==> src/rtl/rv_axi4_lite_arbiter.sv <==
// rv_axi4_lite_arbiter
//   Shares one AXI4-Lite slave between two masters (s0, s1). The read and write
//   directions each have their own FSM and grant register, and each direction
//   allows one outstanding transaction. A response returns to the master that
//   issued the request.
//
//   Optional feature macro: RV_AXI4_LITE_ARBITER_ROUND_ROBIN_EN
//     defined   : round-robin between the masters using a last-grant register
//                 per direction (reset to 1, so master 0 wins first).
//     undefined : fixed priority. Master 0 always wins contention.
//
// Ports
//   clk, rst                 clock; synchronous active-low reset
//   sN_ar*/sN_r*             master N read address / read data channels
//   sN_aw*/sN_w*/sN_b*       master N write address / data / response channels
//   m_ar*/m_aw*/m_w*         shared slave request channels (outputs)
//   m_r*/m_b*                shared slave response channels (inputs)
//
// State table
//   R_IDLE | no read in flight; arbitrate AR requests
//   R_ADDR | granted master's AR forwarded to the slave
//   R_RESP | slave R routed back to the granted master
//   W_IDLE | no write in flight; arbitrate AW/W requests
//   W_REQ  | granted master's AW and W forwarded; done flags track handshakes
//   W_RESP | slave B routed back to the granted master

module rv_axi4_lite_arbiter #(
    parameter int ADDR_WIDTH = 32,
    parameter int DATA_WIDTH = 32
) (
    input  logic                    clk,
    input  logic                    rst,
    // master 0
    input  logic                    s0_arvalid_i,
    output logic                    s0_arready_o,
    input  logic [ADDR_WIDTH-1:0]   s0_araddr_i,
    input  logic [2:0]              s0_arprot_i,
    output logic                    s0_rvalid_o,
    input  logic                    s0_rready_i,
    output logic [DATA_WIDTH-1:0]   s0_rdata_o,
    output logic [1:0]              s0_rresp_o,
    input  logic                    s0_awvalid_i,
    output logic                    s0_awready_o,
    input  logic [ADDR_WIDTH-1:0]   s0_awaddr_i,
    input  logic [2:0]              s0_awprot_i,
    input  logic                    s0_wvalid_i,
    output logic                    s0_wready_o,
    input  logic [DATA_WIDTH-1:0]   s0_wdata_i,
    input  logic [DATA_WIDTH/8-1:0] s0_wstrb_i,
    output logic                    s0_bvalid_o,
    input  logic                    s0_bready_i,
    output logic [1:0]              s0_bresp_o,
    // master 1
    input  logic                    s1_arvalid_i,
    output logic                    s1_arready_o,
    input  logic [ADDR_WIDTH-1:0]   s1_araddr_i,
    input  logic [2:0]              s1_arprot_i,
    output logic                    s1_rvalid_o,
    input  logic                    s1_rready_i,
    output logic [DATA_WIDTH-1:0]   s1_rdata_o,
    output logic [1:0]              s1_rresp_o,
    input  logic                    s1_awvalid_i,
    output logic                    s1_awready_o,
    input  logic [ADDR_WIDTH-1:0]   s1_awaddr_i,
    input  logic [2:0]              s1_awprot_i,
    input  logic                    s1_wvalid_i,
    output logic                    s1_wready_o,
    input  logic [DATA_WIDTH-1:0]   s1_wdata_i,
    input  logic [DATA_WIDTH/8-1:0] s1_wstrb_i,
    output logic                    s1_bvalid_o,
    input  logic                    s1_bready_i,
    output logic [1:0]              s1_bresp_o,
    // shared slave
    output logic                    m_arvalid_o,
    input  logic                    m_arready_i,
    output logic [ADDR_WIDTH-1:0]   m_araddr_o,
    output logic [2:0]              m_arprot_o,
    input  logic                    m_rvalid_i,
    output logic                    m_rready_o,
    input  logic [DATA_WIDTH-1:0]   m_rdata_i,
    input  logic [1:0]              m_rresp_i,
    output logic                    m_awvalid_o,
    input  logic                    m_awready_i,
    output logic [ADDR_WIDTH-1:0]   m_awaddr_o,
    output logic [2:0]              m_awprot_o,
    output logic                    m_wvalid_o,
    input  logic                    m_wready_i,
    output logic [DATA_WIDTH-1:0]   m_wdata_o,
    output logic [DATA_WIDTH/8-1:0] m_wstrb_o,
    input  logic                    m_bvalid_i,
    output logic                    m_bready_o,
    input  logic [1:0]              m_bresp_i
);

    typedef enum logic [1:0] {R_IDLE, R_ADDR, R_RESP} rd_state_e;
    typedef enum logic [1:0] {W_IDLE, W_REQ, W_RESP} wr_state_e;

    rd_state_e rd_state_q, rd_state_d;
    wr_state_e wr_state_q, wr_state_d;
    logic      rd_grant_q, rd_grant_d;
    logic      wr_grant_q, wr_grant_d;
    logic      aw_done_q, aw_done_d;
    logic      w_done_q, w_done_d;

    logic      s0_wr_req, s1_wr_req;
    logic      rd_req, wr_req;
    logic      rd_pick, wr_pick;
    logic      aw_hs, w_hs, aw_fin, w_fin;

    assign s0_wr_req = s0_awvalid_i | s0_wvalid_i;
    assign s1_wr_req = s1_awvalid_i | s1_wvalid_i;
    assign rd_req    = s0_arvalid_i | s1_arvalid_i;
    assign wr_req    = s0_wr_req | s1_wr_req;

`ifdef RV_AXI4_LITE_ARBITER_ROUND_ROBIN_EN
    logic rd_last_q, wr_last_q;

    // Under contention the master not granted last time wins.
    assign rd_pick = (s0_arvalid_i && s1_arvalid_i) ? ~rd_last_q : s1_arvalid_i;
    assign wr_pick = (s0_wr_req && s1_wr_req) ? ~wr_last_q : s1_wr_req;

    always_ff @(posedge clk) begin
        if (!rst) begin
            rd_last_q <= 1'b1;
            wr_last_q <= 1'b1;
        end else begin
            if (rd_state_q == R_IDLE && rd_req) rd_last_q <= rd_pick;
            if (wr_state_q == W_IDLE && wr_req) wr_last_q <= wr_pick;
        end
    end
`else
    assign rd_pick = ~s0_arvalid_i & s1_arvalid_i;
    assign wr_pick = ~s0_wr_req & s1_wr_req;
`endif

    always_ff @(posedge clk) begin
        if (!rst) begin
            rd_state_q <= R_IDLE;
            wr_state_q <= W_IDLE;
            rd_grant_q <= 1'b0;
            wr_grant_q <= 1'b0;
            aw_done_q  <= 1'b0;
            w_done_q   <= 1'b0;
        end else begin
            rd_state_q <= rd_state_d;
            wr_state_q <= wr_state_d;
            rd_grant_q <= rd_grant_d;
            wr_grant_q <= wr_grant_d;
            aw_done_q  <= aw_done_d;
            w_done_q   <= w_done_d;
        end
    end

    // Read direction
    assign m_arvalid_o  = (rd_state_q == R_ADDR) && (rd_grant_q ? s1_arvalid_i : s0_arvalid_i);
    assign m_araddr_o   = rd_grant_q ? s1_araddr_i : s0_araddr_i;
    assign m_arprot_o   = rd_grant_q ? s1_arprot_i : s0_arprot_i;
    assign s0_arready_o = (rd_state_q == R_ADDR) && !rd_grant_q && m_arready_i;
    assign s1_arready_o = (rd_state_q == R_ADDR) &&  rd_grant_q && m_arready_i;

    assign m_rready_o   = (rd_state_q == R_RESP) && (rd_grant_q ? s1_rready_i : s0_rready_i);
    assign s0_rvalid_o  = (rd_state_q == R_RESP) && !rd_grant_q && m_rvalid_i;
    assign s1_rvalid_o  = (rd_state_q == R_RESP) &&  rd_grant_q && m_rvalid_i;
    assign s0_rdata_o   = m_rdata_i;
    assign s1_rdata_o   = m_rdata_i;
    assign s0_rresp_o   = m_rresp_i;
    assign s1_rresp_o   = m_rresp_i;

    always_comb begin
        rd_state_d = rd_state_q;
        rd_grant_d = rd_grant_q;
        case (rd_state_q)
            R_IDLE: if (rd_req) begin
                rd_grant_d = rd_pick;
                rd_state_d = R_ADDR;
            end
            R_ADDR: if (m_arvalid_o && m_arready_i) rd_state_d = R_RESP;
            R_RESP: if (m_rvalid_i && m_rready_o)   rd_state_d = R_IDLE;
            default: rd_state_d = R_IDLE;
        endcase
    end

    // Write direction: a channel that has already handshaked is masked off
    // on both sides until the other channel catches up.
    assign m_awvalid_o  = (wr_state_q == W_REQ) && !aw_done_q && (wr_grant_q ? s1_awvalid_i : s0_awvalid_i);
    assign m_wvalid_o   = (wr_state_q == W_REQ) && !w_done_q  && (wr_grant_q ? s1_wvalid_i  : s0_wvalid_i);
    assign m_awaddr_o   = wr_grant_q ? s1_awaddr_i : s0_awaddr_i;
    assign m_awprot_o   = wr_grant_q ? s1_awprot_i : s0_awprot_i;
    assign m_wdata_o    = wr_grant_q ? s1_wdata_i  : s0_wdata_i;
    assign m_wstrb_o    = wr_grant_q ? s1_wstrb_i  : s0_wstrb_i;
    assign s0_awready_o = (wr_state_q == W_REQ) && !aw_done_q && !wr_grant_q && m_awready_i;
    assign s1_awready_o = (wr_state_q == W_REQ) && !aw_done_q &&  wr_grant_q && m_awready_i;
    assign s0_wready_o  = (wr_state_q == W_REQ) && !w_done_q  && !wr_grant_q && m_wready_i;
    assign s1_wready_o  = (wr_state_q == W_REQ) && !w_done_q  &&  wr_grant_q && m_wready_i;

    assign m_bready_o   = (wr_state_q == W_RESP) && (wr_grant_q ? s1_bready_i : s0_bready_i);
    assign s0_bvalid_o  = (wr_state_q == W_RESP) && !wr_grant_q && m_bvalid_i;
    assign s1_bvalid_o  = (wr_state_q == W_RESP) &&  wr_grant_q && m_bvalid_i;
    assign s0_bresp_o   = m_bresp_i;
    assign s1_bresp_o   = m_bresp_i;

    assign aw_hs  = m_awvalid_o && m_awready_i;
    assign w_hs   = m_wvalid_o && m_wready_i;
    assign aw_fin = aw_done_q || aw_hs;
    assign w_fin  = w_done_q || w_hs;

    always_comb begin
        wr_state_d = wr_state_q;
        wr_grant_d = wr_grant_q;
        aw_done_d  = aw_done_q;
        w_done_d   = w_done_q;
        case (wr_state_q)
            W_IDLE: if (wr_req) begin
                wr_grant_d = wr_pick;
                wr_state_d = W_REQ;
            end
            W_REQ: begin
                if (aw_fin && w_fin) begin
                    aw_done_d  = 1'b0;
                    w_done_d   = 1'b0;
                    wr_state_d = W_RESP;
                end else begin
                    aw_done_d  = aw_fin;
                    w_done_d   = w_fin;
                end
            end
            W_RESP: if (m_bvalid_i && m_bready_o) wr_state_d = W_IDLE;
            default: wr_state_d = W_IDLE;
        endcase
    end

endmodule
==> config.mk <==
export PLATFORM = sky130hd
export DESIGN_NAME = rv_axi4_lite_arbiter
export DESIGN_NICKNAME = d
export VERILOG_FILES = /design/src/rtl/rv_axi4_lite_arbiter.sv
export SDC_FILE = /design/constraint.sdc
export NUM_CORES = 1
export LEC_CHECK = 0
export BUFFER_PORTS_ARGS = -buffer_cell sky130_fd_sc_hd__buf_2
export CAP_MARGIN = 20
export CORE_AREA = 2 2 181 183
export DETAILED_ROUTE_END_ITERATION = 16
export DIE_AREA = 0 0 183 185
export PLACE_DENSITY_LB_ADDON = 0.1
export SETUP_SLACK_MARGIN = 0.3
export SLEW_MARGIN = 0
export SYNTH_ARGS = -nofsm -noshare
export SYNTH_HDL_FRONTEND = slang
export SYNTH_SLANG_ARGS = --single-unit
==> constraint.sdc <==
create_clock -name clk -period 1.8 [get_ports clk]
set_clock_uncertainty 0.2 [all_clocks]
set_input_delay 0.36 -clock clk [delete_from_list [all_inputs] [get_ports clk]]
set_output_delay 0.36 -clock clk [all_outputs]
set_load 0.1 [all_outputs]
==> qor.tcl, run 1 <==
set qor(status) {finished, violations left}
set qor(violations) {negative setup slack}
set qor(yosysSeqAreaShare) 0.0680
set qor(power_density_nw_per_um2) 821
set qor(vias_in_the_first_global_route) 3305
set qor(global_route.usage.total) 0.0786
set qor(pins_over_their_slew_limit) 0
set qor(route.detailed.drc) 0
set qor(setup_slack_of_the_worst_register_to_register_path_ps) 80
set qor(fp.dieW_microns) 183
set qor(total_leakage_power_nw) 3.39
set qor(placedInstanceArea_sq_um) 6380
set qor(layout.cells.most_common) {sky130_fd_sc_hd__buf_2}
set qor(antenna_found_initial) 1
set qor(placeableCoreArea_sq_um) 32000
set qor(synthesis.nets) 529
set qor(area.growth.synth_to_final_pct) 203
set qor(vias) 3089
set qor(number_of_flops_mapped_to_enable_cells_by_yosys) 0
set qor(die-height_microns) 185
set qor(overflow) 0
set qor(slew_hr) 0.804
set qor(final_net_count) 837
set qor(period_minus_slack_ps) 2010
set qor(number_of_placement_rows) 66
set qor(max_fo_critical_path) 7
set qor(synthArstFlopShare) 0
set qor(antenna_left) 0
set qor(drt_pre_antenna_iters) 4
set qor(average_routed_wire_per_standard_cell_microns) 15.4
set qor(worstSetupEndpointType) {output port}
set qor(fin_crit_sh) 1.12
set qor(cts_hold_repair.buffers) 0
set qor(worst-endpoint-required_ps) 1240
set qor(netlist_instances) 264
set qor(timing.critical_path.from_type) {flop}
set qor(grt_setup_unrepaired) {true}
set qor(clockPowerShare) 0.069
set qor(comb_power_share) 0.891
set qor(drt-vias-per-instance) 3.15
set qor(htree_num_levels) 1
set qor(synth_warnings) 0
set qor(drt-initial-drc-count) 44
set qor(syn_area_per_cell_sq_um) 8.92
set qor(buffer_cell_driving_the_clock_tree_root) {sky130_fd_sc_hd__clkbuf_16}
set qor(report.power.total_mw) 5.85
set qor(first_pass_grt_wire_length_microns) 20200
set qor(report.final.setup_viol) 118
set qor(mostFrequentLayoutCells) {sky130_fd_sc_hd__buf_2 (228), sky130_fd_sc_hd__buf_12 (126), sky130_fd_sc_hd__mux2_4 (108)}
set qor(power.net_switching_mw) 3.20
set qor(clock_tree.buffer_depth) 2
set qor(cts_made_buffers) 3
set qor(net_switching_share_of_the_total_power) 0.546
set qor(most_used_flip_flop_cell_after_synthesis) {sky130_fd_sc_hd__dfxtp_1}
set qor(cell_internal_pwr_mw) 2.66
set qor(insertion_delay_to_the_later_sink_of_the_worst_skew_pair_ps) 240
set qor(drt_wl_total_microns) 15000
set qor(final_layout_size_suffix_gt1_frac) 0.947
set qor(final_hold_viol_count) 0
set qor(total_non_filler_cell_area_in_the_finished_layout_sq_um) 7130
set qor(final_worst_path_setup_slack_ps) -214
set qor(worst_hold_path_type) {primary input to flop}
set qor(cts.clk_slew.worst_paths_ps) 40
set qor(fp.dieArea_sq_um) 33900
set qor(cts_tree) {done}
set qor(gpl.final_weighted_congestion) 0.705
set qor(synth.cell_area_sq_um) 2360
set qor(synth_cell_type_count) 30
set qor(detailedPlacementHpwl_microns) 12900
set qor(worst_ep_arrival_time_ps) 1450
set qor(io_pins) 458
set qor(worst_tran_pin_value_ps) 293
set qor(max_clock_freq_ghz) 0.496
set qor(ir_drop_mv) 0.290
set qor(criticalPathCategory) {flop to output port}
set qor(clkSinkCount) 8
set qor(flops_latches_synth) 8
set qor(setup-tns-final_ps) -18030
set qor(port_buffers) 349
set qor(grt_max_degree) 37
set qor(power.share.sequential) 0.041
set qor(floorplan.initialDensity) 0.0735
set qor(drv_cap) 0
[per-stage QoR]
stage                     instances  utilization  setup WS, ps  hold slack [ps]
final                           980        0.223          -214              244
after global routing            979        0.223          -253              276
after CTS                       965        0.213          -238              230
after detailed placement        947        0.199          28.3              294
after global placement          947        0.199          43.8              296
after floorplan                 264            -          -290              272
[cell usage after synthesis, types with 2 or more instances]
cell	number	share of area
sky130_fd_sc_hd__nor3_1	4	0.0085
sky130_fd_sc_hd__nor2_1	16	0.025
sky130_fd_sc_hd__and3_1	3	0.0080
sky130_fd_sc_hd__nor2b_1	2	0.0053
sky130_fd_sc_hd__o21a_1	2	0.0064
sky130_fd_sc_hd__and2_1	2	0.0053
sky130_fd_sc_hd__nand3_1	2	0.0042
sky130_fd_sc_hd__nand2_1	6	0.0096
sky130_fd_sc_hd__inv_1	2	0.0032
sky130_fd_sc_hd__mux2_4	2	0.013
sky130_fd_sc_hd__nand2b_1	3	0.0080
sky130_fd_sc_hd__buf_2	11	0.023
sky130_fd_sc_hd__mux2_2	106	0.51
sky130_fd_sc_hd__mux2i_1	3	0.013
sky130_fd_sc_hd__buf_4	74	0.24
sky130_fd_sc_hd__dfxtp_1	8	0.068
sky130_fd_sc_hd__a21oi_1	4	0.0085
sky130_fd_sc_hd__nor3b_1	2	0.0064
[metal layers]
metal	vias up	wire length [microns]	part of all wire	track usage
li1	1471	-	-	-
met1	1400	5360	0.36	0.0868
met2	193	8130	0.54	0.146
met3	25	1330	0.089	0.0222
met4	0	213	0.014	0.0221
met5	-	0	0	0
[layout make-up]
cell class,instances,area (sq um)
timing repair buffer,390,4180
antenna,1,2.50
fill,3503,24900
sequential,8,175
tap,408,510
clock buffer,4,78.8
multi-input combinational,167,2170
inverter,2,12.5
[path summary, 6_finish.rpt]
kind,start,to,depth (start not counted)
max,wr_grant_q,m_wdata_o[25],4
min,s1_arvalid_i,rd_grant_q,3
max reg2reg,wr_grant_q,wr_state_q[0],6
min reg2reg,rd_state_q[1],rd_state_q[0],2
[cell families (layout without fill, tap and decap cells)]
logic type             Yosys count  in the layout  share of synthesized area
and+or+nand+nor                 43             43                     0.0919
DFF                              8              8                     0.0680
muxes                          111            111                      0.532
AOI/OAI and AO/OA               13             13                     0.0393
other                            0              1                          0
buffers and inverters           89            396                      0.269
[power groups by stage]
stage          Sequential [mW]  Clock (mW)  Combinational (mW)
5_1_grt                  0.242       0.428                5.38
3_5_place_dp             0.226           0                4.88
3_3_place_gp             0.225           0                4.88
6_report                 0.238       0.402                5.22
2_1_floorplan            0.217           0                3.87
4_1_cts                  0.231       0.422                5.08
[flip-flops by register name, summed over array words and instances (netlist names)]
name        cells
rd_state_q      2
wr_state_q      2
aw_done_q       1
rd_grant_q      1
w_done_q        1
wr_grant_q      1
[repair_timing]
action | 4_1_cts | 5_1_grt
pin swaps | 8 | 9
gates resized for setup | 50 | 24
endpoints found under the setup margin | 126 | 126
cloned | 3 | 6
setup buffers | 11 | 8
[worst max-delay path, cell delays in order, from the launching register on]
cell and delay, ps:
sky130_fd_sc_hd__dfxtp_4 420, sky130_fd_sc_hd__buf_6 150, sky130_fd_sc_hd__clkbuf_16 160, sky130_fd_sc_hd__mux2_4 310, sky130_fd_sc_hd__buf_12 170
No activity file was read; power rests on OpenSTA's default activity.
==> run 2: changes to the inputs <==
==> constraint.sdc (replaced) <==
create_clock -name clk -period 1.8 [get_ports clk]
set_clock_uncertainty 0.2 [all_clocks]
set_input_delay 0.45 -clock clk [delete_from_list [all_inputs] [get_ports clk]]
set_output_delay 0.45 -clock clk [all_outputs]
set_load 0.1 [all_outputs]
==> run 2 against run 1 <==
The run still ends with negative setup slack left. Wire length shrank 5.6%. Register-to-register slack lost 80 ps. Die area is the same. Power grew 0.42%. Sequential share of layout area shrank 0.068 points. Core utilization grew 0.14 points. Via count is essentially flat. Final area grew 0.63%.
==> qor.tcl, run 2 (synthesized netlist as in run 1, its figures left out) <==
set qor(final_layout_size_suffix_gt1_frac) 0.942
set qor(setup-tns-final_ps) -28450
set qor(worst-endpoint-required_ps) 1150
set qor(period_minus_slack_ps) 2110
set qor(htree_num_levels) 1
set qor(area.growth.synth_to_final_pct) 205
set qor(grt_max_degree) 18
set qor(slew_hr) 0.815
set qor(vias_in_the_first_global_route) 3269
set qor(seqCellArea_sq_um) 171
set qor(placedInstanceArea_sq_um) 6510
set qor(drt-initial-drc-count) 35
set qor(mostFrequentLayoutCells) {sky130_fd_sc_hd__buf_2 (228), sky130_fd_sc_hd__buf_12 (130), sky130_fd_sc_hd__mux2_4 (103)}
set qor(clock_tree.buffer_depth) 2
set qor(cts_made_buffers) 3
set qor(number_of_placement_rows) 66
set qor(setup_slack_of_the_worst_register_to_register_path_ps) 0
set qor(slowest_stage) {sky130_fd_sc_hd__dfxtp_4}
set qor(pins_over_their_slew_limit) 0
set qor(overflow) 0
set qor(cts_tree) {done}
set qor(max_fo_critical_path) 8
set qor(grt_setup_unrepaired) {true}
set qor(worst_tran_pin_value_ps) 277
set qor(first_pass_grt_wire_length_microns) 19000
set qor(route.detailed.drc) 0
set qor(path_cells) {buf_12, clkbuf_16, mux2_4, buf_12}
set qor(criticalPathCategory) {flop to output port}
set qor(cts.clk_slew.worst_paths_ps) 40
set qor(worst_ep_arrival_time_ps) 1460
set qor(detailedPlacementHpwl_microns) 12300
set qor(detailedPlace.worstSlack_ps) -68.8
set qor(post-place-cells) 959
set qor(ir_drop_mv) 0.326
set qor(total_leakage_power_nw) 3.41
set qor(most_frequent_cp_cell) {sky130_fd_sc_hd__buf_12}
set qor(timing.critical_path.from_type) {flop}
set qor(worstSetupEndpointType) {output port}
set qor(average_routed_wire_per_standard_cell_microns) 14.5
set qor(multi_input_comb_area_sq_um) 2160
set qor(power_density_nw_per_um2) 819
set qor(antenna_cells_inserted) 0
set qor(largestRegisters) {rd_state_q x2, wr_state_q x2}
set qor(violations) {negative setup slack}
set qor(fp.dieArea_sq_um) 33900
set qor(die-height_microns) 185
set qor(clkSinkCount) 8
set qor(fp.dieW_microns) 183
set qor(drt_pre_antenna_iters) 4
set qor(antenna_left) 0
set qor(drv_cap) 0
set qor(final_hold_viol_count) 0
set qor(drt-vias-per-instance) 3.15
set qor(drt_wl_total_microns) 14200
set qor(final_net_count) 839
set qor(placeableCoreArea_sq_um) 32000
set qor(hold-worst-slack_ps) 326
set qor(total_non_filler_cell_area_in_the_finished_layout_sq_um) 7180
set qor(final_core_utilization) 0.224
set qor(fin_crit_sh) 1.17
set qor(buffer_cell_driving_the_clock_tree_root) {sky130_fd_sc_hd__clkbuf_16}
set qor(worst_hold_path_type) {primary input to flop}
set qor(cts_hold_repair.buffers) 0
set qor(final_worst_path_setup_slack_ps) -307
set qor(report.power.total_mw) 5.88
set qor(layout.cells.most_common) {sky130_fd_sc_hd__buf_2}
set qor(status) {finished, violations left}
set qor(report.final.setup_viol) 122
set qor(insertion_delay_to_the_later_sink_of_the_worst_skew_pair_ps) 230
set qor(gpl.final_weighted_congestion) 0.765
set qor(worst_path_largest_cell_delay_ps) 380
set qor(antenna_found_initial) 0
set qor(port_buffers) 349
set qor(max_clock_freq_ghz) 0.475
set qor(floorplan.initialDensity) 0.0735
set qor(io_pins) 458
set qor(stdcell_count) 981
set qor(vias) 3090
set qor(global_route.usage.total) 0.0732
set qor(n_fill_cell) 3432
-- run 2: cell count changes in the layout (fill, tap and decap cells not counted), moves of 4 or more --
cell                     previous run  this run
sky130_fd_sc_hd__buf_12           126       130
sky130_fd_sc_hd__buf_8              5         1
sky130_fd_sc_hd__mux2_2             0         5
sky130_fd_sc_hd__mux2_4           108       103
-- run 2: where the power goes --
group | switching, mW | internal (mW)
sequential | 0.0347 | 0.201
combinational | 3.05 | 2.19
clock | 0.101 | 0.297
-- run 2: worst paths after layout --
kind | cells after the start | to | from
worst max register to register | 7 | wr_state_q[0] | wr_grant_q
worst min-delay path | 3 | rd_grant_q | s1_arvalid_i
worst min register to register | 2 | rd_state_q[0] | rd_state_q[1]
worst max-delay path | 4 | m_wdata_o[12] | wr_grant_q
-- run 2: per-layer routing --
| metal | global-route usage | share of wire | vias to the layer above |
|---|---|---|---|
| li1 | - | - | 1479 |
| met1 | 0.0769 | 0.35 | 1400 |
| met2 | 0.140 | 0.55 | 194 |
| met3 | 0.0214 | 0.084 | 17 |
| met4 | 0.0214 | 0.016 | 0 |
| met5 | 0 | 0 | - |
-- run 2: layout make-up --
cell class / count / share of cell area
inverter: 2 / 0.00209
sequential: 8 / 0.0239
multi-input combinational: 167 / 0.301
timing repair buffer: 392 / 0.590
tap: 408 / 0.0711
clock buffer: 4 / 0.0110
-- run 2: timing repair --
item / CTS / global route
pin swaps: 11 / 5
buffers inserted: 4 / 5
gates cloned: 4 / 5
resized for setup: 50 / 16
endpoints found under the setup margin: 126 / 127
-- run 2: critical path: cells and delay by family, from the launching register on --
family	cells	cell delay [ps]
buffers and inverters	3	520
DFF	1	380
muxes	1	310
==> run 3: changes to the inputs <==
--- a/config.mk
+++ b/config.mk
@@ -12,4 +12,4 @@
 export DIE_AREA = 0 0 183 185
-export PLACE_DENSITY_LB_ADDON = 0.1
-export SETUP_SLACK_MARGIN = 0.3
+export PLACE_DENSITY_LB_ADDON = 0.15
+export SETUP_SLACK_MARGIN = 0.05
 export SLEW_MARGIN = 0
==> constraint.sdc (replaced) <==
create_clock -name clk -period 1.8 [get_ports clk]
set_clock_uncertainty 0.2 [all_clocks]
set_input_delay 0.36 -clock clk [delete_from_list [all_inputs] [get_ports clk]]
set_output_delay 0.36 -clock clk [all_outputs]
set_load 0.1 [all_outputs]
==> run 3 against run 2 <==
The flow still finishes with violations (negative setup slack). Sequential cell count is the same. Critical path depth grew 2. Clock-buffer cell count is the same. Cell count grew 1.3%.
==> qor.tcl, run 3 (synthesized netlist as in run 1, its figures left out) <==
set qor(insertion_delay_to_the_later_sink_of_the_worst_skew_pair_ps) 240
set qor(drt_wl_total_microns) 14300
set qor(final_worst_path_setup_slack_ps) -264
set qor(cts.clk_slew.worst_paths_ps) 40
set qor(report.power.total_mw) 5.91
set qor(slowest_stage) {sky130_fd_sc_hd__dfxtp_4}
set qor(most_frequent_cp_cell) {sky130_fd_sc_hd__buf_12}
set qor(route.detailed.drc) 0
set qor(hold-worst-slack_ps) 208
set qor(fp.dieW_microns) 183
set qor(total_leakage_power_nw) 3.44
set qor(detailedPlacementHpwl_microns) 11900
set qor(hold-path-cell-count) 3
set qor(pins_over_their_slew_limit) 0
set qor(final_layout_size_suffix_gt1_frac) 0.933
set qor(fin_crit_sh) 1.15
set qor(worst_path_dominant_cell_family) {buffers and inverters}
set qor(antenna_left) 0
set qor(buffer_cell_driving_the_clock_tree_root) {sky130_fd_sc_hd__clkbuf_16}
set qor(grt_setup_unrepaired) {true}
set qor(cts_made_buffers) 3
set qor(fp.dieArea_sq_um) 33900
set qor(ir_drop_mv) 0.432
set qor(clkSinkCount) 8
set qor(drt_pre_antenna_iters) 4
set qor(gpl.final_weighted_congestion) 0.688
set qor(status) {finished, violations left}
set qor(overflow) 0
set qor(worst_ep_arrival_time_ps) 1500
set qor(vias_in_the_first_global_route) 3247
set qor(worst-endpoint-required_ps) 1240
set qor(placedInstanceArea_sq_um) 6210
set qor(max_clock_freq_ghz) 0.485
set qor(layout.cells.most_common) {sky130_fd_sc_hd__buf_2}
set qor(setup_slack_of_the_worst_register_to_register_path_ps) 100
set qor(worst_hold_path_type) {primary input to flop}
set qor(hold_start) {s1_arvalid_i}
set qor(cts_tree) {done}
set qor(clock_tree.buffer_depth) 2
set qor(largestRegisters) {rd_state_q x2, wr_state_q x2}
set qor(number_of_placement_rows) 66
set qor(slew_hr) 0.777
set qor(mostFrequentLayoutCells) {sky130_fd_sc_hd__buf_2 (228), sky130_fd_sc_hd__buf_12 (129), sky130_fd_sc_hd__mux2_4 (104)}
set qor(max_fo_critical_path) 5
set qor(critPathBufInv) 4
set qor(average_routed_wire_per_standard_cell_microns) 14.4
set qor(floorplan.initialDensity) 0.0735
set qor(io_pins) 458
set qor(drt-vias-per-instance) 3.13
set qor(criticalPathCategory) {flop to output port}
set qor(worstSetupEndpointType) {output port}
set qor(post-place-cells) 959
set qor(drt-initial-drc-count) 56
set qor(critical_path.reg2reg.startpoint) {wr_grant_q}
set qor(total_non_filler_cell_area_in_the_finished_layout_sq_um) 7210
set qor(violations) {negative setup slack}
set qor(worst-path-stages) 6
set qor(timing.critical_path.from_type) {flop}
set qor(worst_path_largest_cell_delay_ps) 400
set qor(report.final.setup_viol) 121
set qor(worst_tran_pin_value_ps) 334
set qor(stdcell_count) 994
set qor(cts_hold_repair.buffers) 0
set qor(hold_ep) {rd_grant_q}
set qor(critical_path.reg2reg.endpoint) {wr_state_q[1]}
set qor(path_cells) {buf_12, buf_12, mux2i_2, buf_4, nor2_4, buf_12}
set qor(port_buffers) 349
set qor(vias) 3114
set qor(htree_num_levels) 1
set qor(reg2regPathDepth) 8
set qor(area.growth.synth_to_final_pct) 206
set qor(first_pass_grt_wire_length_microns) 19400
set qor(antenna_found_initial) 0
set qor(final_hold_viol_count) 0
set qor(drv_cap) 0
set qor(grt_max_degree) 15
set qor(power_density_nw_per_um2) 819
set qor(global_route.usage.total) 0.0742
set qor(period_minus_slack_ps) 2060
set qor(placeableCoreArea_sq_um) 32000
set qor(final_net_count) 851
set qor(die-height_microns) 185
-- run 3: changes by cell type in the layout (fill, tap and decap cells not counted), sizes merged --
cell    previous run  this run
clkbuf             9         7
diode              0         1
buf              387       401
-- run 3: worst max-delay path by stage --
stage | startpoint | end
global placement | wr_grant_q | m_bready_o
finish | wr_grant_q | m_bready_o
detailed placement | wr_grant_q | m_wdata_o[28]
floorplan | wr_grant_q | s0_bvalid_o
global route | wr_grant_q | m_bready_o
CTS | wr_grant_q | m_wdata_o[2]
-- run 3: cell type report --
cell class              instances  area [sq um]
fillers                      3456         24800
repair buffers                404          4320
multi-input cells             167          2100
well taps                     408           510
flip-flops and latches          8           174
clock buffers                   4          78.8
inverters                       2          12.5
diodes                          1          2.50
-- run 3: per-layer routing --
metal,up-vias,global-route usage,share of wire
met1,1402,0.0912,0.40
met3,25,0.0214,0.083
met2,182,0.130,0.51
li1,1505,-,-
met4,0,0.0131,0.0074
met5,-,0,0
-- run 3: worst reg2reg max path, cell delays in order (launching register included) --
cell and delay [ps]:
sky130_fd_sc_hd__dfxtp_4 370, sky130_fd_sc_hd__buf_12 150, sky130_fd_sc_hd__buf_12 130, sky130_fd_sc_hd__mux2i_2 150, sky130_fd_sc_hd__buf_4 150, sky130_fd_sc_hd__buf_6 110, sky130_fd_sc_hd__nor2b_1 90, sky130_fd_sc_hd__nor2_1 60
sky130_fd_sc_hd__o21a_1 180
-- run 3: stage by stage --
step	worst slack, ps	setup TNS [ps]	utilization
2_1_floorplan	-290	-1570	-
3_3_place_gp	-12.5	-33.8	0.194
5_1_grt	-300	-24270	0.225
6_report	-264	-18740	0.225
3_5_place_dp	-13.2	-41.5	0.194
4_1_cts	-268	-23490	0.220
-- run 3: report_power, final --
group | internal [mW] | total, mW | switching (mW)
combinational | 2.22 | 5.26 | 3.04
sequential | 0.200 | 0.235 | 0.0341
clock | 0.297 | 0.408 | 0.111
-- run 3: repair_timing --
item                       4_1_cts  5_1_grt
setup endpoints to repair      121      124
buffers inserted                20        6
cloned                           5        3
pin swaps                        9        8
gates resized for setup        126       22
